[src/rtl/ps2_rx_fifo.sv]
// ps2_rx_fifo: PS/2 device-to-host receiver with a first-word-fall-through
// scancode FIFO and sticky overflow / frame-error flags.
// Optional feature macro: PS2_PARITY_CHECK_EN (reject frames with bad parity).
// Ports:
//   wb_clk_i, wb_rst_i     system clock, async active-high reset
//   ps2_clk_i, ps2_data_i  raw asynchronous PS/2 lines
//   code_o, code_valid_o   FIFO head and not-empty flag
//   code_ready_i           pop when code_valid_o=1
//   fifo_count_o           occupancy
//   overflow_o             sticky: scancode dropped on full FIFO
//   frame_err_o            sticky: frame aborted (timeout) or rejected
//   err_clr_i              clears both sticky flags (a set in the same cycle wins)
module ps2_rx_fifo #(
    parameter int FIFO_DEPTH     = 8,
    parameter int TIMEOUT_CYCLES = 5000
) (
    input  logic                          wb_clk_i,
    input  logic                          wb_rst_i,
    input  logic                          ps2_clk_i,
    input  logic                          ps2_data_i,
    output logic [7:0]                    code_o,
    output logic                          code_valid_o,
    input  logic                          code_ready_i,
    output logic [$clog2(FIFO_DEPTH):0]   fifo_count_o,
    output logic                          overflow_o,
    output logic                          frame_err_o,
    input  logic                          err_clr_i
);

    localparam int CW = $clog2(FIFO_DEPTH);
    localparam int TW = $clog2(TIMEOUT_CYCLES + 1);

    typedef enum logic [1:0] {
        IDLE,
        DATA,
        PARITY,
        STOP
    } state_t;

    // Synchronisers and edge detector. All idle high so reset makes no edge.
    logic clk_s1, clk_s2, clk_prev;
    logic data_s1, data_s2, data_q;
    logic fall;

    always_ff @(posedge wb_clk_i or posedge wb_rst_i) begin
        if (wb_rst_i) begin
            clk_s1   <= 1'b1;
            clk_s2   <= 1'b1;
            clk_prev <= 1'b1;
            data_s1  <= 1'b1;
            data_s2  <= 1'b1;
            data_q   <= 1'b1;
            fall     <= 1'b0;
        end else begin
            clk_s1   <= ps2_clk_i;
            clk_s2   <= clk_s1;
            clk_prev <= clk_s2;
            data_s1  <= ps2_data_i;
            data_s2  <= data_s1;
            // data_q stays aligned with the registered fall pulse
            data_q   <= data_s2;
            fall     <= clk_prev & ~clk_s2;
        end
    end

    // Frame decoder
    state_t         state;
    logic [2:0]     bit_cnt;
    logic [7:0]     shreg;
    logic [TW-1:0]  idle_cnt;
    logic           timeout;
    logic           frame_ok;
    logic           push;
    logic           stop_err;

`ifdef PS2_PARITY_CHECK_EN
    logic par_bit;

    always_ff @(posedge wb_clk_i or posedge wb_rst_i) begin
        if (wb_rst_i)
            par_bit <= 1'b0;
        else if (fall && state == PARITY)
            par_bit <= data_q;
    end

    // Odd parity: data bits plus parity bit hold an odd number of ones
    assign frame_ok = data_q & (^{shreg, par_bit});
`else
    assign frame_ok = data_q;
`endif

    assign timeout  = (state != IDLE) && !fall &&
                      (idle_cnt == TW'(TIMEOUT_CYCLES));
    assign push     = fall && (state == STOP) && frame_ok;
    assign stop_err = fall && (state == STOP) && !frame_ok;

    always_ff @(posedge wb_clk_i or posedge wb_rst_i) begin
        if (wb_rst_i) begin
            state       <= IDLE;
            bit_cnt     <= 3'd0;
            shreg       <= 8'd0;
            idle_cnt    <= '0;
            frame_err_o <= 1'b0;
        end else begin
            if (fall || state == IDLE)
                idle_cnt <= '0;
            else if (!timeout)
                idle_cnt <= idle_cnt + 1'b1;

            if (timeout || stop_err)
                frame_err_o <= 1'b1;
            else if (err_clr_i)
                frame_err_o <= 1'b0;

            if (timeout) begin
                state <= IDLE;
            end else if (fall) begin
                unique case (state)
                    IDLE: begin
                        if (!data_q) begin
                            state   <= DATA;
                            bit_cnt <= 3'd0;
                        end
                    end
                    DATA: begin
                        shreg   <= {data_q, shreg[7:1]};
                        bit_cnt <= bit_cnt + 3'd1;
                        if (bit_cnt == 3'd7)
                            state <= PARITY;
                    end
                    PARITY: state <= STOP;
                    STOP:   state <= IDLE;
                    default: state <= IDLE;
                endcase
            end
        end
    end

    // FWFT FIFO
    logic [7:0]    mem [FIFO_DEPTH];
    logic [CW-1:0] wr_ptr, rd_ptr;
    logic          full;
    logic          pop_ok;
    logic          push_ok;

    assign full         = (fifo_count_o == (CW+1)'(FIFO_DEPTH));
    assign code_valid_o = (fifo_count_o != '0);
    assign pop_ok       = code_ready_i && code_valid_o;
    // A pop in the same cycle frees the slot for a push into a full FIFO
    assign push_ok      = push && (!full || pop_ok);
    assign code_o       = mem[rd_ptr];

    always_ff @(posedge wb_clk_i or posedge wb_rst_i) begin
        if (wb_rst_i) begin
            for (int i = 0; i < FIFO_DEPTH; i++)
                mem[i] <= 8'd0;
            wr_ptr       <= '0;
            rd_ptr       <= '0;
            fifo_count_o <= '0;
            overflow_o   <= 1'b0;
        end else begin
            if (push_ok) begin
                mem[wr_ptr] <= shreg;
                wr_ptr      <= wr_ptr + 1'b1;
            end
            if (pop_ok)
                rd_ptr <= rd_ptr + 1'b1;

            if (push_ok && !pop_ok)
                fifo_count_o <= fifo_count_o + 1'b1;
            else if (pop_ok && !push_ok)
                fifo_count_o <= fifo_count_o - 1'b1;

            if (push && !push_ok)
                overflow_o <= 1'b1;
            else if (err_clr_i)
                overflow_o <= 1'b0;
        end
    end

endmodule

[config.mk]
export PLATFORM = sky130hd
export DESIGN_NAME = ps2_rx_fifo
export DESIGN_NICKNAME = d
export VERILOG_FILES = /design/src/rtl/ps2_rx_fifo.sv
export SDC_FILE = /design/constraint.sdc
export NUM_CORES = 1
export LEC_CHECK = 0
export BUFFER_PORTS_ARGS = -buffer_cell sky130_fd_sc_hd__buf_2
export CAP_MARGIN = 25
export CORE_ASPECT_RATIO = 1.25
export CORE_MARGIN = 8
export CORE_UTILIZATION = 40
export DETAILED_ROUTE_END_ITERATION = 7
export GPL_TIMING_DRIVEN = 0
export HOLD_SLACK_MARGIN = 0.15
export PLACE_DENSITY = 0.66
export SKIP_CTS_REPAIR_TIMING = 1
export SYNTH_ARGS = -nofsm -noshare
export SYNTH_HDL_FRONTEND = slang
export SYNTH_SLANG_ARGS = --single-unit
[constraint.sdc]
create_clock -name wb_clk_i -period 4.67 [get_ports wb_clk_i]
set_input_delay 0.934 -clock wb_clk_i [delete_from_list [all_inputs] [get_ports wb_clk_i]]
set_output_delay 0.934 -clock wb_clk_i [all_outputs]
set_load 0.005 [all_outputs]
== Yosys cells after proc, flatten, opt, wreduce, memory -nomap -nowiden ==
Index checks and enable logic that the tools add are counted.
Word-level totals
  register bits after elaboration: 109
  bits of input ports: 6
  logic and storage cells: 98
Operators by class
  add/sub/neg operators: 6
  order comparisons: 3
  equal/unequal tests: 10
  mux-type cells: 20
  bitwise logic cells: 5
  reduce and logical (&&, ||, !) cells: 30
Operators by type and width (count)
  bitwise mux 64 bit: 1
  2-to-1 mux 13 bit: 2
  binary-select mux 8 bit (select 3 bit): 1
  demux 8 bit (select 3 bit): 1
  2-to-1 mux 8 bit: 3
  adder 13 x 1 -> 13 bit (second input constant): 1
  == test 13 bit (second input constant): 1
  nonzero test 2 bit: 6
  logical AND 1 bit: 11
  adder 3 x 1 -> 3 bit (second input constant): 3
  greater-or-equal comparator 4 bit (second input constant): 2
  2-to-1 mux 2 bit: 4
  2-to-1 mux 4 bit: 2
  NOT 3 -> 4 bit: 2
  one-hot mux 2 bit (4 select lines): 1
  inequality test 3 bit (second input constant): 2
  one-hot mux 3 bit (2 select lines): 1
  AND reduction 3 bit: 2
  logical NOT 1 bit: 5
  adder 4 x 1 -> 4 bit (second input constant): 1
  == test 2 bit (second input constant): 2
  == test 4 bit (second input constant): 1
  less-than comparator 4 x 1 -> 1 bit (second input constant): 1
  AND reduction 4 bit: 1
  12 further kinds: 17

== Depth between registers and ports, before layout ==
Gate-level depths: netlist of run 1.
  word-level depth: 8
  gate-level depth with buffers: 12

== Least setup slack after synthesis of run 1 ==
Ideal clock, no wire load.
  path type: register to output
  start: reg rd_ptr[0]
  end: out code_o[0]
  arrival time: 1673 ps
  required time: 3736 ps
  setup slack: 2063 ps
  stages on the path, launching flop included: 5
  cells stage by stage: dfrtp_1 > buf_2 > buf_2 > mux4_2 > mux2_2
On the way
  cells in the longest elaborated chain, start to end: 4
RTL lines
  start: declaration: line 141  | logic [CW-1:0] wr_ptr, rd_ptr;
  start signal: assignment: line 167  | rd_ptr <= rd_ptr + 1'b1;
  NOT 3 -> 4 bit (not written as such): line 151  | assign code_o = mem[rd_ptr];
  binary-select mux 8 bit (select 3 bit): line 151
  2-to-1 mux 8 bit (not written as such) (2 in a row): line 151
  end: declaration: line 21  | output logic [7:0] code_o,
Every way passes these cells. The select of a mux whose other input is x is not followed.

== Worst setup path after layout of run 1 ==
  start: reg rd_ptr[1]
  end: out code_o[7]
The elaborated chain is that of the path after synthesis.

==> impl_metrics.csv, run 1 <==
group,metric,value,unit
clock_network,htree_levels,3,
route,drc,0,
synthesis,synth.avg_cell_area,14.2,um2
finish,num_antenna_cells,0,
clock_network,cts.sinks,109,
sta,setup_tns,0,ns
route,routed_wl,9710,um
power_and_ir_drop,ir_worst_vdd,0.000195,V
global_routing,grt_pass1_vias,3009,
sta,layout_setup_ws,1.10,ns
synthesis,yosys.area.top_type,"dfrtp_1",
clock_network,numCtsBuffers,9,
sta,rsz0062_at_grt,"no",
synthesis,synth_edf_count,0,
clock_network,cts_buffer_depth,2,
finish,finalInstanceArea,0.00568,mm2
power_and_ir_drop,p_int,1.79,mW
sta,timing.clock.skew,0.00766,ns
finish,final_cells,560,
floorplanning,rows,46,
worst_hold_path,hold_class,"flip-flop to flip-flop",
sta,relSlewSlack,41.5,%
setup_path,critPathRequiredTime,3.74,ns
floorplanning,dieHeight,142,um
floorplanning,die_w,117,um
place,io_buffers,20,
run,cap_violations,0,
run_status,status,"finished, final reports clean",
synthesis,syn_inst,358,
finish,nFillCells,1176,
synthesis,async_flop_share,100,%
finish,drive_gt1_share,39.3,%
setup_path,crit_family,"buffers and inverters",
place,place_congestion,0.749,
sta,worstMarginPinSlew,0.872,ns
power_and_ir_drop,power.leakage,2.62,nW
global_routing,grt.total_usage,12.8,%
clock_network,path_clk_slew,0.06,ns
clock_network,clk-insertion-delay-late,0.34,ns
setup_path,endpoint_kind,"primary output",
clock_network,root_buffer,"clkbuf_16",
route,antenna_left,0,
setup_path,cp_common_cell,"clkbuf_1",
setup_path,crit_slowest_cell,"clkbuf_1",
route,avgViaCountPerCell,5.10,
setup_path,crit_type,"flip-flop to primary output",
global_routing,gr-total-overflow,0,
sta,fin_crit,3.57,ns
floorplanning,die_area,0.0166,mm2
place,dp_slack,1.41,ns
synthesis,syn_nets,378,
synthesis,yosysTopAreaCellShare,50.8,%
finish,syn2layout_area_growth,12.0,%
power_and_ir_drop,pwr-share-seq,46.1,%
setup_path,worst_setup_path_start_kind,"flip-flop",
sta,hold_viol_final,0,
clock_network,tritoncts,"yes",
place,place_hpwl,6450,um
floorplanning,core,0.0125,mm2
synthesis,netlist_area,0.00507,mm2
route,drt_first_pass_iters,4,
sta,fmax,280,MHz
synthesis,ys_warn_count,0,
synthesis,ys_seq_elements,109,
place,placed_cells,547,
setup_path,cp_max_fo,10,
sta,setup_violations,0,
global_routing,grt_max_degree,78,
setup_path,max_stage_delay,0.65,ns
global_routing,grt_pass1_wl,16100,um
sta,whs,0.356,ns
finish,multiInputGateArea,0.00221,mm2
synthesis,yosysSeqAreaShare,53.9,%
synthesis,ys.flop_type,"dfrtp_1",
route,via_count,2856,
place,placed_cell_area,0.00541,mm2
finish,num-nets-final,410,
setup_path,critPathBufInv,3,
finish,ff_latch_area,0.00274,mm2
power_and_ir_drop,swShare,31.6,%
setup_path,crit_chain,"clkbuf_1, clkbuf_1, mux4_2, mux2_2, buf_2",
sta,min_period_over_period,76.4,%
route,wl_per_cell,17.3,um
synthesis,yosys-top-cells-area,"dfrtp_1 (51%), mux2_2 (18%), mux4_2 (7.1%)",
floorplanning,start_util,40.4,%
route,drt_iter0_markers,88,
synthesis,synth_cell_types,47,
power_and_ir_drop,comb_power_share,26.3,%
setup_path,worstPathArrival,2.63,ns
floorplanning,ioPinCount,21,
global_routing,antenna_found_initial,0,
power_and_ir_drop,p_sw,825,uW
power_and_ir_drop,pwr-share-clk,27.6,%
sta,report.final.slew_viol_count,0,
power_and_ir_drop,pwr_density_cell,460,mW/mm2
registers in the layout, summed over array words and instances, names as in the netlist:
signal,flops
frame_err_o,1
wr_ptr,3
clk_prev,1
shreg,8
state,2
clk_s2,1
fifo_count_o,4
data_s2,1
bit_cnt,3
fall,1
overflow_o,1
data_q,1
idle_cnt,13
clk_s1,1
rd_ptr,3
data_s1,1
mem,64
placed cells by master, fill, tap and decap left out, types with 4 or more instances in the layout:
master	Yosys	layout
nor3_1	4	4
nor2_1	13	13
a21oi_1	6	6
nand2_1	12	12
dfstp_2	6	6
clkbuf_16	0	9
mux4_2	16	16
dfrtp_1	103	103
buf_2	4	24
xnor2_1	16	16
o21ai_0	7	7
ha_1	13	13
nand3_1	10	10
clkbuf_1	5	7
inv_1	13	12
mux2_2	82	82
layout make-up:
cell class / count / area share, %
Sequential cell: 109 / 48.1
Multi-Input combinational cell: 221 / 39.0
Clock buffer: 11 / 4.10
Tap cell: 168 / 3.70
Timing Repair Buffer: 21 / 2.25
Buffer: 14 / 1.21
Inverter: 14 / 0.969
Clock inverter: 2 / 0.661
per-layer routing:
| metal | share of wire [%] | track usage (%) | vias up | wire length [um] |
|---|---|---|---|---|
| met5 | 0 | 0 | - | 0 |
| met4 | 1.2 | 4.66 | 0 | 121 |
| met3 | 2.4 | 2.38 | 8 | 236 |
| met2 | 51 | 21.2 | 26 | 4940 |
| met1 | 45 | 16.2 | 1472 | 4410 |
| li1 | - | - | 1350 | - |
final timing paths:
check,start,endpoint,slack [ns],cells past startpoint
max,rd_ptr[1]$_DFFE_PP0P_,code_o[7],1.10,5
min,clk_s1$_DFF_PP1_,clk_s2$_DFF_PP1_,0.36,0
max reg2reg,fifo_count_o[0]$_DFFE_PP0P_,fifo_count_o[3]$_DFFE_PP0P_,2.20,11
min reg2reg,clk_s1$_DFF_PP1_,clk_s2$_DFF_PP1_,0.36,0
max in group asynchronous,wb_rst_i,rd_ptr[0]$_DFFE_PP0P_,3.36,3
min in group asynchronous,wb_rst_i,fall$_DFF_PP0_,0.60,2
logic make-up after synthesis:
kind of cell	share of synthesized area, %
AOI/OAI and AO/OA	2.79
xor gates and xnor gates	3.11
muxes	25.7
adders and majority gates	3.60
DFF	53.9
buffers and inverters	2.39
and+or+nand+nor	8.46
metrics by stage:
stage / util, % / power (mW)
after floorplan: - / 1.71
after global placement: 42.9 / 1.89
after detailed placement: 43.1 / 1.92
after CTS: 45.3 / 2.66
after global routing: 45.3 / 2.78
final: 45.3 / 2.61
power groups by stage:
stage               logic [mW]  clock network [mW]  registers (mW)
finish                   0.686               0.722            1.20
global route             0.768               0.778            1.23
CTS                      0.704               0.748            1.21
detailed placement       0.702                   0            1.22
global placement         0.672                   0            1.21
floorplan                0.524                   0            1.19
cell usage after synthesis (2+ instances only):
master / n
nor2_1: 13
mux4_2: 16
and3_1: 3
nor3_2: 2
nand2_1: 12
o211ai_1: 2
nor3_1: 4
mux2i_1: 2
buf_1: 3
dfrtp_1: 103
nand4_1: 2
and4b_1: 2
xor2_1: 2
nand3_1: 10
dfstp_2: 6
ha_1: 13
nor2b_1: 3
o21ai_0: 7
xnor2_1: 16
a21boi_0: 2
clkbuf_1: 5
a21oi_1: 6
buf_2: 4
nor3b_1: 2
inv_1: 13
mux2_2: 82
nor4b_4: 3
(Power assumes the default switching activity.)
==> run 2: changes to the inputs <==
==> constraint.sdc (replaced) <==
create_clock -name wb_clk_i -period 3.5 [get_ports wb_clk_i]
set_input_delay 0.7 -clock wb_clk_i [delete_from_list [all_inputs] [get_ports wb_clk_i]]
set_output_delay 0.7 -clock wb_clk_i [all_outputs]
set_load 0.005 [all_outputs]
==> impl_metrics.csv, run 2 (synthesis gave the netlist of run 1 again) <==
group,metric,value,unit
run_status,status,"finished, final reports clean",
setup_path,critPathRequiredTime,2.80,ns
run,cap_violations,0,
sta,timing.clock.skew,0.0107,ns
setup_path,critPathBufInv,3,
setup_path,endpoint_kind,"primary output",
route,wl_met1,4270,um
sta,report.final.slew_viol_count,0,
clock_network,tritoncts,"yes",
finish,nFillCells,1151,
setup_path,crit_type,"flip-flop to primary output",
clock_network,cts_buffer_depth,2,
setup_path,crit_family,"buffers and inverters",
finish,finalInstanceArea,0.00573,mm2
setup_path,crit_chain,"clkbuf_1, clkbuf_1, mux4_2, mux2_2, buf_2",
clock_network,path_clk_slew,0.06,ns
power_and_ir_drop,comb_power_share,25.7,%
finish,reg.largest.list,"mem: 64 flops, idle_cnt: 13 flops, shreg: 8 flops",
floorplanning,ioPinCount,21,
power_and_ir_drop,ir_worst_vdd,0.000368,V
place,place_hpwl,6400,um
place,io_buffers,20,
setup_path,rr_startpoint,"fifo_count_o[0]$_DFFE_PP0P_",
finish,num-nets-final,411,
clock_network,htree_levels,3,
setup_path,worstPathArrival,2.64,ns
route,antenna_left,0,
setup_path,regToRegSetupSlack,1.00,ns
global_routing,grt.total_usage,12.9,%
route,wl_met3,282,um
finish,multiInputGateArea,0.00221,mm2
power_and_ir_drop,swShare,31.5,%
finish,final_cell_mix,"dfrtp_1 (103), mux2_2 (82), buf_2 (24)",
route,drt_first_pass_iters,4,
route,drt_iter0_markers,85,
setup_path,worst_setup_path_start_kind,"flip-flop",
worst_hold_path,min_path_cells,0,
route,routed_wl,9640,um
finish,num_antenna_cells,0,
finish,ff_latch_area,0.00274,mm2
sta,setup_tns,0,ns
power_and_ir_drop,p_sw,1.12,mW
clock_network,clk-insertion-delay-late,0.35,ns
clock_network,numCtsBuffers,9,
finish,drive_gt1_share,39.9,%
route,avgViaCountPerCell,5.16,
route,via_count,2910,
worst_hold_path,min_to,"clk_s2$_DFF_PP1_",
power_and_ir_drop,pwr_density_cell,622,mW/mm2
sta,layout_setup_ws,0.157,ns
sta,worstMarginPinSlew,0.906,ns
route,top_layer,"met4",
finish,regMostFlops,"mem",
global_routing,grt_max_degree,45,
sta,fmax,299,MHz
place,place_congestion,0.735,
sta,hold_viol_final,0,
setup_path,cp_common_cell,"clkbuf_1",
route,drc,0,
power_and_ir_drop,pwr-share-seq,45.2,%
power_and_ir_drop,p_int,2.44,mW
clock_network,root_buffer,"clkbuf_16",
worst_hold_path,min_from,"clk_s1$_DFF_PP1_",
route,wl_met2,4860,um
sta,relSlewSlack,39.3,%
floorplanning,core,0.0125,mm2
finish,final_common_cell,"dfrtp_1",
setup_path,crit_slowest_cell,"clkbuf_1",
setup_path,cp_max_fo,10,
global_routing,gr-total-overflow,0,
power_and_ir_drop,power.leakage,2.64,nW
worst_hold_path,hold_class,"flip-flop to flip-flop",
power_and_ir_drop,pwr-share-clk,29.1,%
setup_path,r2r_end,"fifo_count_o[3]$_DFFE_PP0P_",
sta,setup_violations,0,
floorplanning,start_util,40.4,%
setup_path,max_stage_delay,0.63,ns
finish,largest_reg_flops,64,
floorplanning,die_area,0.0166,mm2
floorplanning,rows,46,
place,placed_cell_area,0.00543,mm2
sta,fin_crit,3.34,ns
sta,whs,0.357,ns
floorplanning,dieHeight,142,um
sta,rsz0062_at_grt,"no",
place,dp_slack,0.477,ns
floorplanning,die_w,117,um
power_and_ir_drop,finalPower,3.56,mW
finish,syn2layout_area_growth,13.0,%
global_routing,grt_pass1_wl,16200,um
sta,min_period_over_period,95.5,%
route,wl_per_cell,17.1,um
clock_network,cts.sinks,109,
setup_path,reg2reg_depth,11,
global_routing,grt_pass1_vias,3056,
global_routing,antenna_found_initial,0,
==> run 2: changes by cell type in the layout (fill, tap and decap cells not counted), sizes merged <==
cell / before / now
clkbuf: 16 / 18
clkinv: 0 / 2
buf: 30 / 31
inv: 14 / 13
==> run 2: worst max path at each step <==
stage	startpoint	depth (start not counted)	slack, ns	endpoint
final	rd_ptr[1]$_DFFE_PP0P_	5	0.16	code_o[7]
after global placement	rd_ptr[1]$_DFFE_PP0P_	5	0.51	code_o[7]
after floorplan	rd_ptr[0]$_DFFE_PP0P_	4	1.13	code_o[0]
after CTS	rd_ptr[1]$_DFFE_PP0P_	5	0.1	code_o[7]
after global routing	rd_ptr[1]$_DFFE_PP0P_	5	0.03	code_o[7]
after detailed placement	rd_ptr[1]$_DFFE_PP0P_	5	0.48	code_o[7]
==> run 2: layout make-up <==
cell class / count / share of cell area [%]
multi-input cells: 221 / 38.7
repair buffers: 22 / 2.45
clock inverters: 3 / 0.764
flip-flops and latches: 109 / 47.7
plain buffers: 14 / 1.20
clock buffers: 13 / 4.54
inverters: 14 / 0.983
well taps: 168 / 3.67
==> run 2: layer usage <==
layer  GRT usage, %  vias up
met2           21.2       32
li1               -     1354
met3           2.38       15
met1           15.8     1509
met5              0        -
met4           6.01        0
==> run 2: through the flow <==
| stage | utilization [%] | cells |
|---|---|---|
| global placement | 42.9 | 546 |
| floorplan | - | 358 |
| global route | 45.7 | 564 |
| detailed placement | 43.2 | 548 |
| CTS | 45.7 | 564 |
| finish | 45.7 | 564 |
==> run 2: worst register-to-register path, delay by kind of cell (launching register included) <==
| kind | cells | cell delay (ns) |
|---|---|---|
| AO/OA/AOI/OAI | 3 | 0.48 |
| XOR/XNOR | 1 | 0.13 |
| adder cells (fa/ha/maj) | 2 | 0.47 |
| buffers and inverters | 3 | 0.39 |
| flip-flops | 1 | 0.46 |
| AND/OR/NAND/NOR | 2 | 0.46 |
==> run 2: power by group through the flow <==
stage / clock network [mW] / registers [mW] / logic [mW]
6_report: 1.04 / 1.61 / 0.915
4_1_cts: 1.07 / 1.61 / 0.941
3_3_place_gp: 0 / 1.62 / 0.886
3_5_place_dp: 0 / 1.63 / 0.937
5_1_grt: 1.11 / 1.64 / 1.03
2_1_floorplan: 0 / 1.58 / 0.699
